[config.mk]
export PLATFORM = sky130hd
export DESIGN_NAME = fetch_stage
export DESIGN_NICKNAME = d
export VERILOG_FILES = /design/src/rtl/fetch_stage.sv
export SDC_FILE = /design/constraint.sdc
export NUM_CORES = 1
export LEC_CHECK = 0
export ABC_AREA = 1
export CAP_MARGIN = 20
export CORE_MARGIN = 2
export CORE_UTILIZATION = 45
export DETAILED_ROUTE_END_ITERATION = 16
export PLACE_DENSITY = 0.81
export SYNTH_ARGS = -nofsm -noshare
export SYNTH_HDL_FRONTEND = slang
export SYNTH_SLANG_ARGS = --single-unit
[constraint.sdc]
create_clock -name clk -period 2 [get_ports clk]
set_clock_uncertainty 0.15 [all_clocks]
set_input_delay 0.4 -clock clk [delete_from_list [all_inputs] [get_ports clk]]
set_output_delay 0.4 -clock clk [all_outputs]
set_load 0.05 [all_outputs]
[src/rtl/fetch_stage.sv]
// fetch_stage: MIPS instruction-fetch stage. Holds the PC, selects next-PC
// (jump / branch / stall / sequential), drives the asynchronous imem word
// address and registers the fetched word into the IF/ID pipeline register.
module fetch_stage #(
   parameter int unsigned           PC_WIDTH = 32,
   parameter int unsigned           IMEM_AW  = 6,
   parameter logic [PC_WIDTH-1:0]   RESET_PC = '0
) (
   input  logic                 clk,
   input  logic                 reset,
   input  logic                 stall,
   input  logic                 flush,
   input  logic                 branch_taken,
   input  logic [PC_WIDTH-1:0]  branch_target,
   input  logic                 jump,
   input  logic [PC_WIDTH-1:0]  jump_target,
   output logic [IMEM_AW-1:0]   imem_addr,
   input  logic [31:0]          imem_rd,
   output logic [PC_WIDTH-1:0]  pc,
   output logic [31:0]          ifid_instr,
   output logic [PC_WIDTH-1:0]  ifid_pc4,
   output logic                 ifid_valid,
   output logic                 align_err,
   output logic                 range_err,
   output logic [31:0]          fetch_count
);

   logic [PC_WIDTH-1:0] pc_q, pc_d;
   logic [PC_WIDTH-1:0] pc4;
   logic [31:0]         instr_q, instr_d;
   logic [PC_WIDTH-1:0] pc4_q, pc4_d;
   logic                valid_q, valid_d;
   logic                align_q, align_d;
   logic [31:0]         count_q, count_d;

   assign pc4 = pc_q + PC_WIDTH'(4);

   // Next-state selection for PC, alignment flag and IF/ID register.
   always_comb begin
      pc_d    = pc4;
      align_d = 1'b0;
      instr_d = imem_rd;
      pc4_d   = pc4;
      valid_d = 1'b1;
      count_d = count_q + 32'd1;

      // Redirects outrank stall; jump outranks branch.
      if (jump) begin
         pc_d    = {jump_target[PC_WIDTH-1:2], 2'b00};
         align_d = |jump_target[1:0];
      end else if (branch_taken) begin
         pc_d    = {branch_target[PC_WIDTH-1:2], 2'b00};
         align_d = |branch_target[1:0];
      end else if (stall) begin
         pc_d    = pc_q;
      end

      // A same-edge redirect does not squash the captured word; flush does.
      if (flush) begin
         instr_d = '0;
         pc4_d   = '0;
         valid_d = 1'b0;
         count_d = count_q;
      end else if (stall) begin
         instr_d = instr_q;
         pc4_d   = pc4_q;
         valid_d = valid_q;
         count_d = count_q;
      end
   end

   // State registers with synchronous reset overriding all other inputs.
   always_ff @(posedge clk) begin
      if (reset) begin
         pc_q    <= RESET_PC;
         instr_q <= '0;
         pc4_q   <= '0;
         valid_q <= 1'b0;
         align_q <= 1'b0;
         count_q <= '0;
      end else begin
         pc_q    <= pc_d;
         instr_q <= instr_d;
         pc4_q   <= pc4_d;
         valid_q <= valid_d;
         align_q <= align_d;
         count_q <= count_d;
      end
   end

   assign pc          = pc_q;
   assign imem_addr   = pc_q[IMEM_AW+1:2];
   assign range_err   = |pc_q[PC_WIDTH-1:IMEM_AW+2];
   assign ifid_instr  = instr_q;
   assign ifid_pc4    = pc4_q;
   assign ifid_valid  = valid_q;
   assign align_err   = align_q;
   assign fetch_count = count_q;

endmodule
==> results of run 1 <==
[flip-flops by register name, summed over array words and instances, names as in the netlist]
signal	count
fetch_count	32
ifid_instr	32
ifid_pc4	30
pc	30
align_err	1
ifid_valid	1
[what timing repair did]
item | 4_1_cts | 5_1_grt
hold buffers | 0 | 0
endpoints found under the setup margin | 1 | 2
gates resized for setup | 9 | 2
pin swaps | 2 | 1
[per-stage QoR]
step | hold slack, ps | area, um^2 | setup WS [ps] | power (mW)
4_1_cts | 307.4 | 9622 | -154.8 | 7.205
6_report | 312.8 | 9633 | -192.2 | 7.200
3_5_place_dp | 303.7 | 8992 | -93.97 | 4.115
3_3_place_gp | 299.3 | 8992 | -43.25 | 4.098
2_1_floorplan | 394.6 | 6489 | 30.34 | 3.521
5_1_grt | 328.2 | 9633 | -206.3 | 7.435
[cell usage after synthesis]
cell | instances | area, um^2
sky130_fd_sc_hd__nor4_1 | 6 | 37.54
sky130_fd_sc_hd__a21oi_1 | 79 | 395.4
sky130_fd_sc_hd__nor3_1 | 2 | 10.01
sky130_fd_sc_hd__nand2_1 | 263 | 987.2
sky130_fd_sc_hd__nor2_2 | 11 | 68.82
sky130_fd_sc_hd__conb_1 | 1 | 3.750
sky130_fd_sc_hd__nand2_2 | 8 | 50.05
sky130_fd_sc_hd__nand3b_2 | 1 | 11.26
sky130_fd_sc_hd__xnor2_1 | 6 | 52.55
sky130_fd_sc_hd__a31oi_1 | 7 | 43.79
sky130_fd_sc_hd__o21ai_1 | 6 | 30.03
sky130_fd_sc_hd__nand3_1 | 30 | 150.1
sky130_fd_sc_hd__xor2_1 | 9 | 78.83
sky130_fd_sc_hd__xor2_2 | 3 | 48.80
sky130_fd_sc_hd__a21o_1 | 1 | 7.510
sky130_fd_sc_hd__clkbuf_1 | 23 | 86.33
sky130_fd_sc_hd__o211ai_1 | 4 | 30.03
sky130_fd_sc_hd__and2_1 | 1 | 6.260
sky130_fd_sc_hd__nor2_4 | 11 | 123.9
sky130_fd_sc_hd__o22ai_1 | 1 | 6.260
sky130_fd_sc_hd__buf_4 | 10 | 75.07
sky130_fd_sc_hd__dfxtp_1 | 126 | 2522
sky130_fd_sc_hd__nor2_8 | 1 | 20.02
sky130_fd_sc_hd__o21ai_0 | 66 | 330.3
sky130_fd_sc_hd__nand4_1 | 8 | 50.05
sky130_fd_sc_hd__inv_1 | 84 | 315.3
sky130_fd_sc_hd__a211oi_1 | 1 | 7.510
sky130_fd_sc_hd__nand2_4 | 3 | 33.78
sky130_fd_sc_hd__nand3b_1 | 8 | 60.06
sky130_fd_sc_hd__buf_1 | 6 | 22.52
sky130_fd_sc_hd__nor2_1 | 141 | 529.3
sky130_fd_sc_hd__ha_1 | 2 | 25.02
sky130_fd_sc_hd__buf_2 | 10 | 50.05
sky130_fd_sc_hd__inv_2 | 4 | 15.01
sky130_fd_sc_hd__o21a_1 | 2 | 15.01
sky130_fd_sc_hd__a221oi_1 | 20 | 175.2
[layout by cell type (no fill, tap or decap), drive strengths merged, types with 4 or more instances in the layout]
master,n
a21oi,79
a221oi,20
a31oi,7
buf,188
clkbuf,20
clkdlybuf4s50,100
clkinv,6
conb,4
dfxtp,126
inv,89
nand2,274
nand3,30
nand3b,9
nand4,8
nor2,164
nor4,6
o211ai,4
o21ai,72
xnor2,6
xor2,12
[power by group through the flow]
stage               clock [mW]  sequential [mW]  combinational, mW
global route              3.25             2.73               1.46
CTS                       3.12             2.71               1.37
finish                    3.11             2.72               1.37
global placement             0             2.76               1.34
floorplan                    0             3.10              0.425
detailed placement           0             2.76               1.36
[routing by layer]
layer | GRT usage [%] | up-vias | part of all wire (%)
li1 | - | 3621 | -
met1 | 35.20 | 3378 | 40
met2 | 49.76 | 267 | 50
met3 | 5.861 | 34 | 7.0
met4 | 10.18 | 0 | 2.3
met5 | 0 | - | 0
[worst reg2reg max path: stages (launching register included)]
cell,delay (ps)
sky130_fd_sc_hd__dfxtp_1,490
sky130_fd_sc_hd__nand2_1,200
sky130_fd_sc_hd__nor2_1,140
sky130_fd_sc_hd__nand2_1,90
sky130_fd_sc_hd__nor2_4,200
sky130_fd_sc_hd__nand2_1,80
sky130_fd_sc_hd__nand2_1,60
sky130_fd_sc_hd__nand2_1,80
sky130_fd_sc_hd__o21ai_0,180
sky130_fd_sc_hd__inv_1,60
[how the worst max path moves through the flow]
stage | startpoint | end | slack, ps | depth (start not counted)
final | pc[9] | range_err | -190 | 4
after global routing | pc[16] | range_err | -210 | 4
after CTS | pc[8] | range_err | -150 | 4
after detailed placement | jump | pc[22] | -90 | 7
after global placement | jump | pc[12] | -40 | 7
after floorplan | pc[8] | range_err | 30 | 3
[area by class of cell]
cell class	count	share of cell area, %
Clock buffer	20	4.741
Clock inverter	12	1.416
Inverter	88	3.429
Multi-Input combinational cell	705	35.72
Sequential cell	126	26.26
Tap cell	180	2.338
Timing Repair Buffer	288	26.09
[kinds of logic (layout without fill, tap and decap cells)]
| kind of cell | count (synthesis) | count (layout) | share of synthesized area, % |
|---|---|---|---|
| and+or+nand+nor | 494 | 494 | 33.02 |
| other | 1 | 4 | 0.05792 |
| DFF | 126 | 126 | 38.96 |
| xor gates and xnor gates | 18 | 18 | 2.783 |
| buffers and inverters | 137 | 408 | 8.715 |
| AOI/OAI and AO/OA | 187 | 187 | 16.08 |
| adders and majority gates | 2 | 2 | 0.3864 |
==> tab_implementation.tex, run 1 <==
\begin{tabular}{lr}
\hline
Metric & Value \\
\hline
\multicolumn{2}{l}{\textbf{Status}} \\
Status & finished, violations left \\
Failing checks & setup timing \\
\multicolumn{2}{l}{\textbf{GRT}} \\
Global-route wire length before repair & 33.77 mm \\
Gr ovfl total & 0 \\
Pin count of the biggest net entering global routing & 56 \\
Tot GR Track Use & 28.66\% \\
Vias in the first global route & $\sim$6.8k \\
Initial antenna violation count & 0 \\
\multicolumn{2}{l}{\textbf{Yosys}} \\
Distinct cell type count after synthesis & 36 \\
Count of synthesis-stage warnings from yosys & 0 \\
Register area share after synthesis & 38.96\% \\
Cells after synthesis & 965 \\
Yosys reg bits & $\sim$130 \\
Mean post-synth cell area & $\sim$6.7 um\^{}2 \\
Total standard cell area after synthesis & 0.006475 mm\^{}2 \\
\multicolumn{2}{l}{\textbf{Min path}} \\
Cell depth of the worst min-delay path & 2 \\
Endpoint with the worst hold slack & ifid\_instr[26] \\
Hold Startpoint & ifid\_instr[26] \\
Class of the most critical hold timing path & reg2reg \\
\multicolumn{2}{l}{\textbf{Layout}} \\
Layout cell share with drive strength beyond 1 & 22.03\% \\
Number of non-filler instances in the completed layout & 1,419 \\
Antenna diode count & 0 \\
Sequential cell area & between 0.002 and 0.003 mm\^{}2 \\
Final core utilization & 68.86\% \\
Area growth from synthesis to final layout & 48.77\% \\
Fillcell total & 1,227 \\
Multi-input gate area & between 0.003 and 0.004 mm\^{}2 \\
Nets & about 1.3k \\
\multicolumn{2}{l}{\textbf{Worst setup path}} \\
Minimum setup slack among reg-to-reg paths & 160 ps \\
RR Endpoint & ifid\_pc4[31] \\
Start of the worst register-to-register path & pc[10] \\
Category of the most critical setup path & reg2out \\
Slowest cell on the critical path & sky130\_fd\_sc\_hd\_\_nor4\_4 \\
Data required time at the worst endpoint & $\sim$1500 ps \\
Worst endpoint data arrival time & around 1600 ps \\
Cell family with the largest share of critical-path delay & simple AND/OR/NAND/NOR gates \\
Worst R2R Path Depth & 9 \\
Kind of end point of the critical path & output port \\
Critical path peak fanout & 2 \\
Worst path cell trace & nor4\_4, nand4\_1, nand3b\_1, buf\_6 \\
CP Launch Type & flip-flop \\
Count of buffer and inverter cells on the critical path & 1 \\
Peak per-stage delay on the critical path & approximately 350 ps \\
\multicolumn{2}{l}{\textbf{Floorplanning}} \\
Overall die height & around 120 um \\
Core area & between 0.01 and 0.015 mm\^{}2 \\
Initial core utilization & 46.29\% \\
IO Pins & roughly 240 \\
Die ar. & 0.01536 mm\^{}2 \\
Row count & 43 \\
Chip width & roughly 120 um \\
\multicolumn{2}{l}{\textbf{Power and ir drop}} \\
Part of the power in the clock network & 43.2\% \\
Switch share & approximately 30\% \\
Switching power of the nets & $\sim$2.1 mW \\
Static Leakage & around 4.2 nW \\
Max IR drop VDD & 0.0006196 V \\
Power per standard cell area & approximately 750 mW/mm\^{}2 \\
Combinational power share & 19.0\% \\
Share of total power in sequential cells & 37.7\% \\
Total internal power & roughly 5.1 mW \\
\multicolumn{2}{l}{\textbf{STA}} \\
TNS Setup & -192.2 ps \\
Final Slew Violations & 0 \\
Endpoints failing setup & 1 \\
Unrepaired setup endpoints after global routing & yes \\
Max-Slew Margin vs Limit & 60.70\% \\
Maximum achievable frequency & about 460 MHz \\
Hold violation count in the final report & 0 \\
Fin crit period & around 2200 ps \\
Tightest Pin Transition & just under 600 ps \\
Setup ws final & -192.2 ps \\
Share of the clock period used by the worst path after layout & 109.6\% \\
\multicolumn{2}{l}{\textbf{Place}} \\
Number of port buffers & 234 \\
DP Wirelength & between 15 and 20 mm \\
Weighted congestion reported at the end of routability-driven placement & 0.9637 \\
Placed Instances & between 1k and 1.5k \\
\multicolumn{2}{l}{\textbf{Detailed routing}} \\
Overall routed net length & around 22 mm \\
Remaining antenna violation count after routing & 0 \\
DRC violations left & 0 \\
Wire length per cell & around 16 um \\
Vias after detailed routing & $\sim$7.3k \\
Drt via density & about 5.1 \\
Iter 0 DRT Violations & 550 \\
First-pass iteration count of the detailed router & 5 \\
\multicolumn{2}{l}{\textbf{Flow run}} \\
Max-cap viol count & 0 \\
\multicolumn{2}{l}{\textbf{Clock tree}} \\
Clock insertion delay at the later pin of the skew report & 430 ps \\
Clock slew at the register clock pins of the worst setup and hold paths & around 60 ps \\
Num CTS Buffers & 17 \\
CTS tree & built \\
Clock tree buffer depth & 2 \\
Clock net sink count & around 130 \\
Post-CTS setup buffer count & 0 \\
Maximum level of the CTS H-tree & 4 \\
Buffer type at the clock tree root & sky130\_fd\_sc\_hd\_\_clkbuf\_16 \\
\hline
\end{tabular}
No activity file was read; power rests on OpenSTA's default activity.
==> inputs of run 2 (changes only) <==
==> constraint.sdc (replaced) <==
create_clock -name clk -period 2.1 [get_ports clk]
set_clock_uncertainty 0.15 [all_clocks]
set_input_delay 0.42 -clock clk [delete_from_list [all_inputs] [get_ports clk]]
set_output_delay 0.42 -clock clk [all_outputs]
set_load 0.05 [all_outputs]
==> run 2 against run 1 <==
  * The flow still finishes with violations (setup timing)
  * Combinational power decreased by 9%
  * Cell area shrank 0.53%
  * Routed wire length is 2.4% lower
  * Power fell by 4.6%
  * Non-clock buffer count shrank 12
  * Die area did not move
  * Critical path type unchanged
==> tab_implementation.tex, run 2 (synthesis results as in run 1) <==
\begin{tabular}{lr}
\hline
Metric & Value \\
\hline
\multicolumn{2}{l}{\textbf{Place}} \\
Placed Instances & 1,375 (was 1,387) \\
Weighted congestion reported at the end of routability-driven placement & 0.9954 (was 0.9637) \\
DP Wirelength & 16.19 mm (was 16.63 mm) \\
Number of port buffers & 234 (unchanged) \\
Cell area reported after detailed placement & 0.008982 mm\^{}2 (was 0.008992 mm\^{}2) \\
\multicolumn{2}{l}{\textbf{Power and ir drop}} \\
Power per standard cell area & 716.7 mW/mm\^{}2 (was 747.4 mW/mm\^{}2) \\
Max IR drop VDD & 0.0004822 V (was 0.0006196 V) \\
Combinational power share & 18.3\% (was 19.0\%) \\
Share of total power in sequential cells & 37.8\% (was 37.7\%) \\
Static Leakage & 4.285 nW (was 4.240 nW) \\
Total internal power & 4.864 mW (was 5.055 mW) \\
Part of the power in the clock network & 43.9\% (was 43.2\%) \\
Switch share & 29.17\% (was 29.79\%) \\
Switching power of the nets & 2.003 mW (was 2.145 mW) \\
\multicolumn{2}{l}{\textbf{Clock tree}} \\
Clock net sink count & 126 (unchanged) \\
Buffer type at the clock tree root & sky130\_fd\_sc\_hd\_\_clkbuf\_16 (unchanged) \\
Maximum level of the CTS H-tree & 4 (unchanged) \\
Num CTS Buffers & 17 (unchanged) \\
Clock insertion delay at the later pin of the skew report & 410 ps (was 430 ps) \\
CTS tree & built (unchanged) \\
Clock slew at the register clock pins of the worst setup and hold paths & 60 ps (about the same) \\
Post-CTS setup buffer count & 0 (unchanged) \\
Clock tree buffer depth & 2 (unchanged) \\
\multicolumn{2}{l}{\textbf{Floorplanning}} \\
Die ar. & 0.01536 mm\^{}2 (unchanged) \\
Initial core utilization & 46.29\% (unchanged) \\
Row count & 43 (unchanged) \\
IO Pins & 239 (unchanged) \\
Overall die height & 124.0 um (unchanged) \\
Chip width & 124.0 um (unchanged) \\
Core area & 0.01399 mm\^{}2 (unchanged) \\
\multicolumn{2}{l}{\textbf{Detailed routing}} \\
Iter 0 DRT Violations & 427 (was 550) \\
Overall routed net length & 21.72 mm (was 22.26 mm) \\
Wire length per cell & 15.45 um (was 15.68 um) \\
DRC violations left & 0 (unchanged) \\
Detailed-routed wire length on met3 & 1.546 mm (was 1.565 mm) \\
Highest metal layer with signal wires & met4 (unchanged) \\
Routed length on met1 & 8.938 mm (was 9.001 mm) \\
First-pass iteration count of the detailed router & 5 (unchanged) \\
Met2 wire length & 10.60 mm (was 11.17 mm) \\
Remaining antenna violation count after routing & 0 (unchanged) \\
Vias after detailed routing & 7,165 (was 7,300) \\
Drt via density & 5.096 (was 5.144) \\
\multicolumn{2}{l}{\textbf{STA}} \\
Endpoints failing setup & 1 (unchanged) \\
Fin crit period & $\sim$2200 ps \\
Maximum achievable frequency & about 460 MHz \\
Max-Slew Margin vs Limit & 65.59\% (was 60.70\%) \\
Unrepaired setup endpoints after global routing & yes (unchanged) \\
Tightest Pin Transition & 518.2 ps (was 589.5 ps) \\
Share of the clock period used by the worst path after layout & 102.9\% \\
Hold violation count in the final report & 0 (unchanged) \\
Setup ws final & -61.43 ps (was -192.2 ps) \\
Final Slew Violations & 0 (unchanged) \\
\multicolumn{2}{l}{\textbf{Worst setup path}} \\
Critical path peak fanout & 2 (unchanged) \\
Data required time at the worst endpoint & 1530 ps (was 1450 ps) \\
Kind of end point of the critical path & output port (unchanged) \\
Worst endpoint data arrival time & 1590 ps (was 1640 ps) \\
CP Launch Type & flip-flop (unchanged) \\
Category of the most critical setup path & reg2out (unchanged) \\
Minimum setup slack among reg-to-reg paths & 240 ps (was 160 ps) \\
\multicolumn{2}{l}{\textbf{Status}} \\
Status & finished, violations left (unchanged) \\
Failing checks & setup timing (unchanged) \\
\multicolumn{2}{l}{\textbf{Layout}} \\
Nets & 1,318 (was 1,330) \\
Area growth from synthesis to final layout & 47.98\% (was 48.77\%) \\
Highest-count cells in the layout ignoring fill and taps & sky130\_fd\_sc\_hd\_\_nand2\_1 (263), sky130\_fd\_sc\_hd\_\_nor2\_1 (140), sky130\_fd\_sc\_hd\_\_buf\_4 (125) (was sky130\_fd\_sc\_hd\_\_nand2\_1 (263), sky130\_fd\_sc\_hd\_\_buf\_4 (178), sky130\_fd\_sc\_hd\_\_nor2\_1 (140)) \\
Most common cell after layout, fill and taps aside & sky130\_fd\_sc\_hd\_\_nand2\_1 (unchanged) \\
Area of all placed cells without fillers & 0.009582 mm\^{}2 (was 0.009633 mm\^{}2) \\
Antenna diode count & 0 (unchanged) \\
Number of non-filler instances in the completed layout & 1,406 (was 1,419) \\
Layout cell share with drive strength beyond 1 & 17.78\% (was 22.03\%) \\
Fillcell total & 1,201 (was 1,227) \\
\multicolumn{2}{l}{\textbf{GRT}} \\
Gr ovfl total & 0 (unchanged) \\
Initial antenna violation count & 0 (unchanged) \\
Vias in the first global route & 6,616 (was 6,751) \\
Global-route wire length before repair & 32.92 mm (was 33.77 mm) \\
Pin count of the biggest net entering global routing & 57 (was 56) \\
Tot GR Track Use & 27.91\% (was 28.66\%) \\
\multicolumn{2}{l}{\textbf{Flow run}} \\
Max-cap viol count & 0 (unchanged) \\
\multicolumn{2}{l}{\textbf{Min path}} \\
Class of the most critical hold timing path & reg2reg (unchanged) \\
\hline
\end{tabular}
## run 2: cell count changes in the layout (fill, tap and decap cells not counted)
cell	before	now
sky130_fd_sc_hd__nor2_2	11	12
sky130_fd_sc_hd__buf_12	8	6
sky130_fd_sc_hd__dlygate4sd2_1	0	43
sky130_fd_sc_hd__dfxtp_2	6	5
sky130_fd_sc_hd__clkbuf_8	2	1
sky130_fd_sc_hd__dfxtp_4	0	1
sky130_fd_sc_hd__buf_4	178	125
sky130_fd_sc_hd__bufinv_16	2	3
sky130_fd_sc_hd__nor2_4	12	11
sky130_fd_sc_hd__clkbuf_1	1	0
## run 2: path summary, 6_finish.rpt
path             startpoint        endpoint  cells after the start
max                   pc[8]       range_err                      4
min          ifid_instr[28]  ifid_instr[28]                      2
max reg2reg          pc[11]    ifid_pc4[31]                      9
min reg2reg  ifid_instr[28]  ifid_instr[28]                      2
## run 2: per-stage QoR
stage	power (mW)	worst slack (ps)	util (%)	hold WS [ps]	TNS, ps
6_report	6.868	-61.43	68.50	308.4	-61.43
5_1_grt	7.097	-100.9	68.50	320.7	-100.9
4_1_cts	6.899	-83.38	68.41	310.1	-83.38
3_5_place_dp	3.899	-32.81	64.21	305.0	-58.58
3_3_place_gp	3.887	-1.926	64.21	300.5	-1.926
2_1_floorplan	3.352	17.49	-	414.6	0
## run 2: routing by layer
layer  track usage [%]  vias to the layer above
met4             12.22                        0
met1             33.99                     3251
li1                  -                     3603
met5                 0                        -
met3             6.136                       45
met2             47.36                      266
## run 2: power by group through the flow
stage | logic (mW) | registers, mW | clock network, mW
after floorplan | 0.405 | 2.95 | 0
after global routing | 1.34 | 2.61 | 3.15
after CTS | 1.25 | 2.59 | 3.05
final | 1.25 | 2.60 | 3.02
after detailed placement | 1.26 | 2.64 | 0
after global placement | 1.25 | 2.63 | 0
## run 2: worst max-delay path: stages (launching register included)
cell	delay (ps)
sky130_fd_sc_hd__dfxtp_2	340
sky130_fd_sc_hd__nor4_4	330
sky130_fd_sc_hd__nand4_1	120
sky130_fd_sc_hd__nand3b_1	210
sky130_fd_sc_hd__buf_6	180
## run 2: repair_timing
item,in CTS,in global routing
endpoints found under the setup margin,44,1
endpoints found under the hold margin,0,0
gates resized for setup,50,6
pin swaps,1,2
hold buffers,0,0
## run 2: final cells by class
type	instances	area, um^2	area share (%)
Clock buffer	18	439.2	4.583
Clock inverter	13	166.4	1.737
Inverter	88	330.3	3.447
Multi-Input combinational cell	705	3436	35.86
Sequential cell	126	2532	26.43
Tap cell	180	225.2	2.350
Timing Repair Buffer	276	2452	25.59
